## src/rtl/cacheline_arbiter_pkg.sv

```systemverilog
// Shared types for the cacheline arbiter: FSM state encoding and requester-select values.
package arbiter_types;

    typedef enum logic [1:0] {IDLE, SERVE_I, SERVE_D} arb_state_t;

    localparam logic SEL_I = 1'b0;
    localparam logic SEL_D = 1'b1;

endpackage

```

## src/rtl/cacheline_arbiter.sv

```systemverilog
// Shares one cacheline adapter between the icache and dcache; one requester owns the
// adapter from grant until its ca_resp, with a mandatory IDLE cycle between grants.
module cacheline_arbiter
    import arbiter_types::*;
#(
    parameter int unsigned s_line      = 256,
    parameter bit          round_robin = 1'b1
) (
    input  logic              clk,
    input  logic              rst,

    input  logic              i_read,
    input  logic              i_write,
    input  logic [31:0]       i_addr,
    input  logic [s_line-1:0] i_wdata,
    output logic [s_line-1:0] i_rdata,
    output logic              i_resp,

    input  logic              d_read,
    input  logic              d_write,
    input  logic [31:0]       d_addr,
    input  logic [s_line-1:0] d_wdata,
    output logic [s_line-1:0] d_rdata,
    output logic              d_resp,

    output logic              ca_read,
    output logic              ca_write,
    output logic [31:0]       ca_addr,
    output logic [s_line-1:0] ca_wdata,
    input  logic [s_line-1:0] ca_rdata,
    input  logic              ca_resp
);

    arb_state_t state_q, state_d;
    logic       last_d_q, last_d_d;
    logic       i_pend, d_pend, pick_dcache;

    always_ff @(posedge clk or posedge rst) begin
        if (rst) begin
            state_q  <= IDLE;
            last_d_q <= SEL_I;
        end else begin
            state_q  <= state_d;
            last_d_q <= last_d_d;
        end
    end

    always_comb begin
        state_d  = state_q;
        last_d_d = last_d_q;
        ca_read  = 1'b0;
        ca_write = 1'b0;
        ca_addr  = '0;
        ca_wdata = '0;
        i_rdata  = '0;
        i_resp   = 1'b0;
        d_rdata  = '0;
        d_resp   = 1'b0;

        i_pend = i_read | i_write;
        d_pend = d_read | d_write;
        // On contention, round robin favours whoever was not served last.
        pick_dcache = round_robin ? (last_d_q == SEL_I) : 1'b1;

        unique case (state_q)
            IDLE: begin
                if (i_pend && d_pend) begin
                    state_d = pick_dcache ? SERVE_D : SERVE_I;
                end else if (d_pend) begin
                    state_d = SERVE_D;
                end else if (i_pend) begin
                    state_d = SERVE_I;
                end
            end
            SERVE_I: begin
                ca_write = i_write;
                ca_read  = i_read & ~i_write;
                ca_addr  = i_addr;
                ca_wdata = i_wdata;
                if (ca_resp) begin
                    i_resp   = 1'b1;
                    i_rdata  = ca_rdata;
                    state_d  = IDLE;
                    last_d_d = SEL_I;
                end
            end
            SERVE_D: begin
                ca_write = d_write;
                ca_read  = d_read & ~d_write;
                ca_addr  = d_addr;
                ca_wdata = d_wdata;
                if (ca_resp) begin
                    d_resp   = 1'b1;
                    d_rdata  = ca_rdata;
                    state_d  = IDLE;
                    last_d_d = SEL_D;
                end
            end
            default: state_d = IDLE;
        endcase
    end

endmodule
```

## config.mk

```make
export PLATFORM = sky130hd
export DESIGN_NAME = cacheline_arbiter
export DESIGN_NICKNAME = d
export VERILOG_FILES = /design/src/rtl/cacheline_arbiter_pkg.sv /design/src/rtl/cacheline_arbiter.sv
export SDC_FILE = /design/constraint.sdc
export NUM_CORES = 1
export LEC_CHECK = 0
export BUFFER_PORTS_ARGS = -buffer_cell sky130_fd_sc_hd__clkbuf_2
export CAP_MARGIN = 20
export CORE_AREA = 2 2 644 646
export DETAILED_ROUTE_END_ITERATION = 12
export DIE_AREA = 0 0 646 648
export SYNTH_ARGS = -nofsm -noshare
export SYNTH_HDL_FRONTEND = slang
export SYNTH_SLANG_ARGS = --single-unit
```

## constraint.sdc

```tcl
create_clock -name clk -period 1.65 [get_ports clk]
set_clock_uncertainty 0.2 [all_clocks]
set_input_delay 0.165 -clock clk [delete_from_list [all_inputs] [get_ports clk]]
set_output_delay 0.165 -clock clk [all_outputs]
set_load 0.005 [all_outputs]
```

After elaboration in Yosys (flattened, before gate mapping)
Index checks and enable logic that the tools add are counted. Widths: inputs -> output; s select.

Register bits: 3. Input bits: 839. Output and inout port bits: 804.

Equal/unequal tests: 6. Mux-type cells: 19. Bitwise operators: 6. Reduce and logical (&&, ||, !) cells: 6.

Operators by type and width (count): $mux 256 (3); $pmux 256 s2 (1); $pmux 32 s2 (1); $mux 2 (5); $pmux 1 s2 (3); $mux 1 (5); $ne 2x2->1 const B (2); $ne 4x4->1 const B (1); $pmux 2 s2 (1); $reduce_and 3->1 (1); $and 1x1->1 (2); $eq 2x1->1 const B (1); $eq 2x2->1 const B (1); $logic_not 2->1 (1); $ne 2x1->1 const B (1); $not 1->1 (2); $or 1x1->1 (2); $reduce_and 2->1 (1); $reduce_bool 2->1 (1); $reduce_or 2->1 (1); $logic_and 1x1->1 (1).

Longest topological paths before layout
Gate-level depths: netlist of run 1.

Depth in word-level cells: 5. Depth in mapped cells: 8. Mapped depth without buffers: 5.

Worst setup path before layout of run 1
OpenSTA, ideal clock, no wires.

Kind: register -> output. From: reg state_q[0]. To: out ca_wdata[100]. Arrival time: 1.421 ns. Data required time: 1.285 ns. Path slack: -0.136 ns. Cell stages (with the launch flop): 7. Cells stage by stage: dfrtp_1 -> inv_1 -> ha_1 -> inv_1 -> clkbuf_1 -> clkbuf_1 -> nor2_1.

Longest elaborated chain between the ends: 2. Elaborated cells between the ends (all ways): 3. Those cells by class: 2 x eq/ne; 1 x mux.

RTL lines: start: declaration (RTL line cacheline_arbiter.sv:34) `arb_state_t state_q, state_d;`; start signal: assignment (RTL line cacheline_arbiter.sv:43) `state_q <= state_d;`; $eq 2x2->1 or $eq 2x1->1 (tied branches) (RTL line cacheline_arbiter.sv:65) `unique case (state_q)`; $pmux 256 s2 (*) (RTL line cacheline_arbiter.sv:65); end: declaration (RTL line cacheline_arbiter.sv:29) `output logic [s_line-1:0] ca_wdata,`.

Mark *: on every way between the ends. The rest lies on a longest branch, timed or not.

Final worst setup path of run 1
From: reg state_q[0]. To: out ca_wdata[131].

Same word-level chain as after synthesis.

==> results_dict.tcl, run 1 <==
set metrics [dict create \
    outcome "complete, but fails checks" \
    violations "setup timing" \
    grt_pass1_wl_um 468000 \
    layout_setup_ws_ps -719 \
    power_density_nw_per_um2 1350 \
    rsz0062_at_grt "true" \
    synth.distinct_cells 20 \
    clk_path_buf_depth 2 \
    dieHeight_um 648 \
    cp-startpoint "state_q[0]" \
    final_nets 3795 \
    post_drt_wl_per_cell_um 50.2 \
    arrival_ps 2000 \
    r2r_start "state_q[0]" \
    synth_edf_count 0 \
    avgViaCountPerCell 2.50 \
    cap_violations 0 \
    synth_seq_cells 3 \
    dieArea_um2 419000 \
    netlist_instances 1330 \
    overflow 0 \
    clk_latency_ps 240 \
    final_max_slew_viol_count 0 \
    worst-setup-path-type "reg -> out" \
    initial_core_util 0.0200 \
    path_cells "inv_2 > buf_6 > ha_4 > buf_12 > buf_12 > buf_12 > a22oi_1 > nor2_1 > clkbuf_2" \
    fin_tns_setup_ps -458110 \
    end_kind "primary output" \
    cts.clk_slew.worst_paths_ps 40 \
    ys.flop_type "dfrtp_1" \
    drc 0 \
    crit_top_cell "buf_12" \
    period_needed_ps 2370 \
    synth_common_cells "and3_1, nor2_1, a22oi_1" \
    core_um2 412000 \
    final_util 0.0772 \
    vias 21250 \
    cts_buffers 3 \
    cp.required_ps 1280 \
    p_leak_uw 0.0141 \
    rrSetupSlack_ps -210 \
    synth.most_common_cell "and3_1" \
    netlist.area_leader.share 0.390 \
    finalSetupViolations 807 \
    gr-usage-all-layers 0.195 \
    max_freq_mhz 422 \
    drive_above_1_share 0.708 \
    path_delay_family "buffers and inverters" \
    dp.cells 8368 \
    cts_tree "done" \
    syn_area_um2 8220 \
    synth.net_count 2174 \
    path_buf_inv 6 \
    ant_nets 0 \
    final-instance-count-excl-fill 8503 \
    relSlewSlack 0.733 \
    critPathMaxStageDelay_ps 390 \
    synthToLayoutAreaGrowth_pct 287 \
    ys_warn_count 0 \
    routed_wl_um 426000 \
    h-tree-depth 1 \
    dp_hpwl_um 407000 \
    yosysTopAreaCell "and3_1" \
    crit_path_max_fanout 8 \
    drt-initial-drc-count 1835 \
    core.rowCount 236 \
    worst_slew_pin_slew_ps 402 \
    ioPinCount 1643 \
    portBuffers 1642 \
    antenna_found_initial 474 \
    max-vdd-ir-drop_mv 0.670 \
    min_from "d_read" \
    routabilityCongestion 0.915 \
    grt_pass1_vias 19366 \
    crit_slowest_cell "dfrtp_1" \
    cts_root_buf "clkbuf_16" \
    power_uw 42900 \
    synthArstFlopShare 1.00 \
    hp-class "in -> reg" \
    numClockSinks 3 \
    avgSynthCellArea_um2 6.18 \
    finalHoldViolCount 0 \
    fin_hold_ws_ps 185 \
    die_width_um 646 \
    critPathLaunchType "flip-flop" \
    yosys-top-cells-area "and3_1, a22oi_1, a22oi_2" \
    grt_max_degree 90 \
    ys_seq_area_frac 0.00913 \
    fin_crit_sh 1.44 \
    firstDrtPassIters 6 \
]
worst reg2reg max path: stages (launching register included):
cell     delay [ps]
dfrtp_1         370
inv_2            60
buf_4           140
ha_4            260
inv_8           160
o21ai_0         170
o32ai_1         370
final cells by class:
cell class / instances / area [µm²]
Antenna cell: 79 / 198
Clock buffer: 4 / 78.8
Timing Repair Buffer: 1827 / 16900
Fill cell: 48415 / 380000
Sequential cell: 3 / 75.1
Inverter: 4 / 22.5
Multi-Input combinational cell: 1112 / 7720
Tap cell: 5474 / 6850
metal layers:
layer | global-route usage | wire [µm]
met2 | 0.354 | 213000
met1 | 0.181 | 134000
met5 | 0 | 1100
met4 | 0.0433 | 15300
met3 | 0.126 | 62600
kinds of logic (layout without fill, tap and decap cells):
group / Yosys count / after routing / share of synthesized area
adders and majority gates: 5 / 5 / 0.00761
buffers and inverters: 215 / 1835 / 0.124
DFF: 3 / 3 / 0.00913
other: 0 / 79 / 0
AOI/OAI and AO/OA: 296 / 296 / 0.330
and+or+nand+nor: 811 / 811 / 0.528
state kept, by name (all words and copies together), names as in the netlist:
| name | flops |
|---|---|
| state_q | 2 |
| last_d_q | 1 |
per-stage QoR:
stage               area [µm²]  setup WS, ps
floorplan                 8280         -38.6
global placement         29500          -456
detailed placement       29500          -500
CTS                      30800          -745
global route             31700          -777
finish                   31800          -719
layout by cell type, fill, tap and decap left out, types with 18 or more instances in the layout:
cell type,count
diode_2,79
and3_4,32
buf_2,18
a22oi_2,115
buf_16,23
nor2_1,187
and3_1,480
buf_4,86
buf_12,413
a22oi_1,174
clkbuf_8,34
clkbuf_2,1204
nor2_2,94
final timing paths:
kind,to,cells past startpoint
max in group asynchronous,last_d_q,3
max reg2reg,state_q[1],6
min reg2reg,last_d_q,1
max,ca_wdata[131],9
min in group asynchronous,state_q[0],3
min,state_q[0],4
timing repair:
| action | in CTS | in global routing |
|---|---|---|
| pin swaps | 5 | 17 |
| hold endpoints to repair | 3 | 0 |
| cloned | 11 | 11 |
| gates resized for setup | 188 | 180 |
| buffers inserted | 19 | 12 |
| hold buffers | 1 | 0 |
| setup endpoints to repair | 807 | 807 |
where the power goes:
part           internal (µW)  switching, µW  total, µW  leakage [µW]
Combinational          16900          25500      42300        0.0140
Sequential               108           28.5        137     0.0000372
Clock                    321           87.6        408     0.0000386
(Power assumes the default switching activity.)
==> run 2: changes to the inputs <==
--- a/config.mk
+++ b/config.mk
@@ -10,6 +10,7 @@
 export CORE_AREA = 2 2 644 646
 export DETAILED_ROUTE_END_ITERATION = 12
 export DIE_AREA = 0 0 646 648
+export PLACE_DENSITY_LB_ADDON = 0.1
 export SYNTH_ARGS = -nofsm -noshare
 export SYNTH_HDL_FRONTEND = slang
 export SYNTH_SLANG_ARGS = --single-unit
==> results_dict.tcl, run 2 (synthesized netlist as in run 1, its figures left out) <==
set metrics [dict create \
    outcome "complete, but fails checks" \
    violations "setup timing" \
    worst-setup-path-type "reg -> out" \
    drc 0 \
    hp-class "in -> reg" \
    core.rowCount 236 \
    core_um2 412000 \
    h-tree-depth 1 \
    synthToLayoutAreaGrowth_pct 255 \
    ioPinCount 1643 \
    finalSetupViolations 807 \
    grt_pass1_wl_um 336000 \
    final_max_slew_viol_count 0 \
    ant_nets 0 \
    period_needed_ps 2450 \
    grt_max_degree 72 \
    cts.clk_slew.worst_paths_ps 30 \
    dp.cells 8404 \
    power_uw 33800 \
    numClockSinks 3 \
    worst_slew_pin_slew_ps 475 \
    final-instance-count-excl-fill 8550 \
    overflow 0 \
    largest_reg_flops 2 \
    final_util 0.0709 \
    cts_root_buf "clkbuf_16" \
    grt_pass1_vias 19595 \
    cts_buffers 3 \
    fin_crit_sh 1.48 \
    critPathLaunchType "flip-flop" \
    top_regs "state_q: 2 flops, last_d_q: 1 flops" \
    end_kind "primary output" \
    die_width_um 646 \
    cp.required_ps 1280 \
    drive_above_1_share 0.717 \
    power_density_nw_per_um2 1160 \
    finalHoldViolCount 0 \
    avgViaCountPerCell 2.35 \
    initial_core_util 0.0200 \
    cap_violations 0 \
    top_register "state_q" \
    routabilityCongestion 0.890 \
    worstHoldPathCells 4 \
    crit_path_max_fanout 14 \
    p_leak_uw 0.0137 \
    layout_setup_ws_ps -798 \
    firstDrtPassIters 5 \
    post_drt_wl_per_cell_um 34.4 \
    vias 20109 \
    dp_slack_ps -893 \
    antenna_found_initial 289 \
    relSlewSlack 0.683 \
    routed_wl_um 294000 \
    drt-initial-drc-count 1163 \
    dieHeight_um 648 \
    max_freq_mhz 408 \
    layout_common_cells "clkbuf_2, and3_1, nor2_1, buf_12, a22oi_2" \
    ff2ff_path_depth 7 \
    clk_path_buf_depth 2 \
    dieArea_um2 419000 \
    gr-usage-all-layers 0.133 \
    layout_commonest_cell "clkbuf_2" \
    final_nets 3862 \
    rsz0062_at_grt "true" \
    clk_latency_ps 230 \
    fin_hold_ws_ps 193 \
    dp_hpwl_um 270000 \
    max-vdd-ir-drop_mv 0.587 \
    cts_tree "done" \
    portBuffers 1642 \
    arrival_ps 2080 \
]
run 2: cell types whose count changed in the layout (fill, tap and decap cells not counted), sizes merged:
| cell | previous run | this run |
|---|---|---|
| clkbuf | 1273 | 1509 |
| buf | 555 | 378 |
| diode | 79 | 59 |
| bufbuf | 2 | 10 |
run 2: layout make-up:
cell class                 count  area [µm²]
antenna                       59         148
clock buffer                   4        78.8
fill                       48865      383000
inverter                       4        30.0
multi-input combinational   1112        7940
sequential                     3        75.1
tap                         5474        6850
timing repair buffer        1894       14100
run 2: final timing paths:
kind                       startpoint           end  slack, ps
setup reg to reg           state_q[1]    state_q[1]       -490
setup / recovery           state_q[0]  ca_wdata[61]       -800
min in group asynchronous         rst    state_q[1]        380
hold / removal                d_write    state_q[0]        190
hold reg to reg              last_d_q      last_d_q        330
max in group asynchronous         rst    state_q[0]        730
run 2: repair_timing:
action,CTS,global route
setup buffers,44,4
resized for setup,279,107
pin swaps,37,18
setup endpoints to repair,807,807
hold buffers,1,0
hold endpoints to repair,3,0
gates cloned,29,5
run 2: power breakdown:
| group | total (µW) | internal, µW | switching [µW] |
|---|---|---|---|
| Combinational | 33300 | 14900 | 18400 |
| Clock | 389 | 319 | 69.5 |
| Sequential | 143 | 108 | 34.4 |
| Total | 33800 | 15300 | 18500 |
run 2: metal layers:
metal | part of all wire | track usage | vias up
li1 | - | - | 8398
met1 | 0.34 | 0.133 | 9693
met2 | 0.54 | 0.258 | 1370
met3 | 0.10 | 0.0554 | 518
met4 | 0.021 | 0.0195 | 130
met5 | 0.0031 | 0 | -
run 2: per-stage QoR:
step                cell area [µm²]  setup TNS [ps]
floorplan                      8280           -3820
global placement              26000         -385250
detailed placement            26000         -356190
CTS                           28600         -537150
global route                  29100         -566120
finish                        29200         -503820
run 2: critical path, stage by stage (launching register included):
cell,delay (ps)
dfrtp_1,400
buf_6,150
ha_4,170
buf_12,150
bufbuf_16,300
a22oi_2,400
nor2_1,120
clkbuf_2,140
